`src/rtl/ft2232h_fifo_model_pkg.sv`:
```
// Shared constants for the FT2232H 245-FIFO device model: byte width,
// default recovery time and the 2-bit handshake FSM encoding.
package ft2232h_pkg;
    localparam int BYTE_W           = 8;
    localparam int RECOVERY_DEFAULT = 2;

    typedef logic [BYTE_W-1:0] byte_t;

    localparam logic [1:0] ST_IDLE  = 2'd0;
    localparam logic [1:0] ST_READ  = 2'd1;
    localparam logic [1:0] ST_WRITE = 2'd2;
    localparam logic [1:0] ST_RECOV = 2'd3;
endpackage

```
`src/rtl/ft2232h_fifo_model_byte_sync_fifo.sv`:
```
// Single-clock byte FIFO with first-word fall-through read. Pointers carry
// one extra wrap bit so full/empty need no separate counter.
module byte_sync_fifo
    import ft2232h_pkg::*;
#(
    parameter int DEPTH_LOG2 = 4
) (
    input  logic  CLK,
    input  logic  RSTn,
    input  byte_t wdata,
    input  logic  we,
    output byte_t rdata,
    input  logic  re,
    output logic  full,
    output logic  empty
);
    localparam int DEPTH = 1 << DEPTH_LOG2;

    byte_t                 mem [DEPTH];
    logic [DEPTH_LOG2:0]   wptr_q;
    logic [DEPTH_LOG2:0]   rptr_q;
    logic                  do_push;
    logic                  do_pop;

    assign empty   = (wptr_q == rptr_q);
    assign full    = (wptr_q[DEPTH_LOG2] != rptr_q[DEPTH_LOG2]) &&
                     (wptr_q[DEPTH_LOG2-1:0] == rptr_q[DEPTH_LOG2-1:0]);
    assign do_push = we && !full;
    assign do_pop  = re && !empty;

    // Head is forced to zero when empty so stale RAM never leaks out.
    assign rdata   = empty ? '0 : mem[rptr_q[DEPTH_LOG2-1:0]];

    always_ff @(posedge CLK or negedge RSTn) begin
        if (!RSTn) begin
            wptr_q <= '0;
            rptr_q <= '0;
        end else begin
            if (do_push) wptr_q <= wptr_q + 1'b1;
            if (do_pop)  rptr_q <= rptr_q + 1'b1;
        end
    end

    always_ff @(posedge CLK) begin
        if (do_push) mem[wptr_q[DEPTH_LOG2-1:0]] <= wdata;
    end
endmodule

```
`config.mk`:
```
export PLATFORM = sky130hd
export DESIGN_NAME = byte_sync_fifo
export DESIGN_NICKNAME = d
export VERILOG_FILES = /design/src/rtl/ft2232h_fifo_model_pkg.sv /design/src/rtl/ft2232h_fifo_model_byte_sync_fifo.sv
export SDC_FILE = /design/constraint.sdc
export NUM_CORES = 1
export LEC_CHECK = 0
export ABC_CLOCK_PERIOD_IN_PS = 3190
export BUFFER_PORTS_ARGS = -buffer_cell sky130_fd_sc_hd__buf_2
export CORE_MARGIN = 3
export CORE_UTILIZATION = 65
export CTS_CLUSTER_SIZE = 25
export DETAILED_ROUTE_END_ITERATION = 10
export PLACE_DENSITY = 0.83
export SLEW_MARGIN = 5
export SYNTH_ARGS = -nofsm -noshare
export SYNTH_HDL_FRONTEND = slang
export SYNTH_SLANG_ARGS = --single-unit
```
`constraint.sdc`:
```
create_clock -name CLK -period 3.19 [get_ports CLK]
set_input_delay 0.4785 -clock CLK [delete_from_list [all_inputs] [get_ports CLK]]
set_output_delay 0.4785 -clock CLK [all_outputs]
set_load 0.02 [all_outputs]
```
==> reports/metrics.csv <==
stage,metric,value,unit
finish,finalInstanceArea,6337,µm²
die,num_rows,33,
grt,grt_pass1_vias,2904,
routing,wl,11030,µm
die,core_area,8258,µm²
synthesis,synth_top_family_by_area,multiplexers,
finish,num_antenna_cells,0,
clocking,htree_num_levels,4,
clocking,clock_latency,0.52,ns
sta,maxSlewViolCount,0,
worst_setup_path,cp-startpoint,rptr_q[3],
power_and_ir_drop,p_leak,2.151,nW
finish,layout-drive-gt1-share,0.3119,
clocking,numCtsBuffers,17,
worst_setup_path,crit_chain,"nor2b_1, a22oi_1, a21oi_1, buf_2",
finish,layout_commonest_cell,edfxtp_1,
routing,vias,2770,
die,start_util,0.6750,
worst_setup_path,reg2reg_to,mem[7][5],
synthesis,netlist_area,5574,µm²
synthesis,synth_nets,285,
worst_setup_path,rrSetupSlack,0.97,ns
sta,fin_crit,2.932,ns
grt,grt_pass1_wl,17140,µm
routing,ant_nets,0,
sta,rsz0062_at_grt,no,
worst_setup_path,critPathSlowestCell,nor2b_1,
sta,hold_slack,0.2682,ns
worst_setup_path,crit_required,2.71,ns
worst_setup_path,worstSetupPathType,reg -> out,
synthesis,synthAdderAreaFrac,0.01122,
clocking,ctsLongestPathBuffers,2,
synthesis,muxShareOfSynthArea,0.1340,
finish,areaGrowthSynthToFinish,13.69,%
clocking,root_buffer,clkbuf_8,
worst_setup_path,crit_arrival,2.45,ns
worst_setup_path,r2r_cells,3,
worst_setup_path,crit_path_start_kind,flop,
sta,final_hold_viol_count,0,
grt,grt_antenna_before_repair,1,
worst_setup_path,cp.depth,4,
worst_setup_path,cpLargestDelayFamily,simple AND/OR/NAND/NOR gates,
synthesis,synth_cell_types,31,
routing,dr.pass1.iters,5,
synthesis,ys_seq_area_frac,0.7345,
worst_setup_path,path_buf_inv,1,
power_and_ir_drop,p_per_area,979.7,nW/µm²
worst_hold_path,hold_depth,3,
synthesis,syn_inst,268,
worst_hold_path,min_path_type,in -> reg,
die,io_pins,22,
status,status,"complete, no violations",
synthesis,synth_compound_area_frac,0.04108,
power_and_ir_drop,p_total,0.006209,W
grt,grt_max_degree,36,
placement,dp_hpwl,6413,µm
die,die_x,98.61,µm
worst_setup_path,cp_max_fo,8,
routing,drc,0,
worst_setup_path,cpPeakStageDelay,0.69,ns
synthesis,ys_ff_latch,138,
grt,grt_overflow_total,0,
power_and_ir_drop,peakVddDrop,820.3,µV
routing,wl_per_cell,26.50,µm
die,die_area,9723,µm²
clocking,clkSinkCount,138,
worst_setup_path,endpoint,rdata[1],
synthesis,synth_xor_area_frac,0.02604,
synthesis,synth-simple-area-share,0.03300,
job,maxCapViolCount,0,
sta,tightest_slew,0.8807,ns
placement,placed_cell_area,5746,µm²
sta,post-route-period-util,0.9190,
clocking,clk_pin_slew_worst_paths,0.06,ns
sta,setup_viol,0,
routing,routed_via_density,6.659,
routing,drtIter0Drc,342,
die,die_y,98.61,µm
synthesis,yosysWarningCount,0,
grt,track_usage,0.2514,
sta,maxSlewHeadroom,0.4116,
sta,setup_tns,0,ns
sta,skew,0.005695,ns
finish,nets,315,
sta,fmax,0.3411,GHz
finish,final_cell_mix,"edfxtp_1 (128), mux4_2 (32), buf_2 (21)",
placement,port_buffers,21,
clocking,cts_tree,done,
synthesis,synth.avg_cell_area,20.80,µm²
placement,pre_cts_slack,0.8422,ns
sta,worst_slack,0.2583,ns
worst_setup_path,reg2reg_from,rptr_q[4],
worst_setup_path,cp-end-kind,primary output,
placement,place_congestion,0.7957,
## per-stage QoR
stage	util	cells
2_1_floorplan	-	268
3_3_place_gp	0.6958	383
3_5_place_dp	0.6958	383
4_1_cts	0.7674	416
5_1_grt	0.7674	416
6_report	0.7674	416
## worst min-delay path by stage
stage,slack (ns),start,end
global placement,0.35,RSTn,rptr_q[4]
finish,0.27,re,rptr_q[0]
detailed placement,0.35,RSTn,rptr_q[3]
global route,0.27,re,rptr_q[0]
CTS,0.25,re,rptr_q[0]
floorplan,0.18,RSTn,rptr_q[0]
## worst min-delay path, delay by kind of cell
kind	cells	cell delay, ns
xor+xnor	1	0.07
compound gates	1	0.07
buf+inv	1	0.12
## Yosys cell counts
master     count  area (µm²)
mux4_2        32       720.7
a22oi_1       16       120.1
clkbuf_2       1       5.000
mux2_4         1       15.01
mux2_2         1       11.26
nor2_1         3       11.26
and3_1        14       87.58
buf_2          2       10.01
o21ai_2        1       8.760
nor3_1         1       5.000
xnor2_1       10       87.58
o211ai_1       3       22.52
a21oi_1        8       40.04
buf_6          5       56.30
nor2b_1        5       31.28
nand4_4        1       21.27
xnor2_2        3       48.80
clkbuf_1       2       7.510
and4_1         1       8.760
xor2_1         1       8.760
o21a_4         1       15.01
buf_4          2       15.01
nor2_2         1       6.260
buf_1          2       7.510
edfxtp_1     128        3844
dfrtp_1       10       250.2
o2111ai_1      2       17.52
o21ai_0        1       5.000
ha_1           5       62.56
inv_1          3       11.26
and2_1         2       12.51
## logic make-up (layout without fill, tap and decap cells)
| family | count (synthesis) | count (layout) |
|---|---|---|
| buf+inv | 17 | 60 |
| mux | 34 | 34 |
| simple gates | 28 | 28 |
| fa+ha+maj | 5 | 5 |
| flops | 138 | 138 |
| compound gates | 32 | 32 |
| xor+xnor | 14 | 14 |
## power breakdown
group,total (W),switching [W],internal (W),leakage [nW]
Sequential,0.00239,0.000166,0.00222,1.27
Clock,0.00190,0.000767,0.00113,0.275
Combinational,0.00192,0.00110,0.000828,0.603
Total,0.00621,0.00203,0.00418,2.15
## routing by layer
| layer | up-vias | GRT usage | share of wire |
|---|---|---|---|
| met2 | 150 | 0.4030 | 0.51 |
| met1 | 1412 | 0.3325 | 0.38 |
| met5 | - | 0 | 0.00082 |
| li1 | 1176 | - | - |
| met4 | 2 | 0.1050 | 0.025 |
| met3 | 30 | 0.06794 | 0.081 |
## timing repair
action                                  CTS  global route
gates resized for setup                   0             0
hold buffers                              1             0
endpoints found under the setup margin    0             0
hold endpoints to repair                 10             0
buffers inserted                          0             0
## flip-flops by register name (all words and copies together) (netlist names)
| name | count |
|---|---|
| mem | 128 |
| wptr_q | 5 |
| rptr_q | 5 |
## area by class of cell
type	count	area [µm²]
Sequential cell	138	4095
Fill cell	454	1921
Multi-Input combinational cell	113	1368
Clock buffer	18	417.9
Clock inverter	14	163.9
Timing Repair Buffer	25	150.1
Tap cell	105	131.4
Inverter	3	11.26
(Power assumes the default switching activity.)
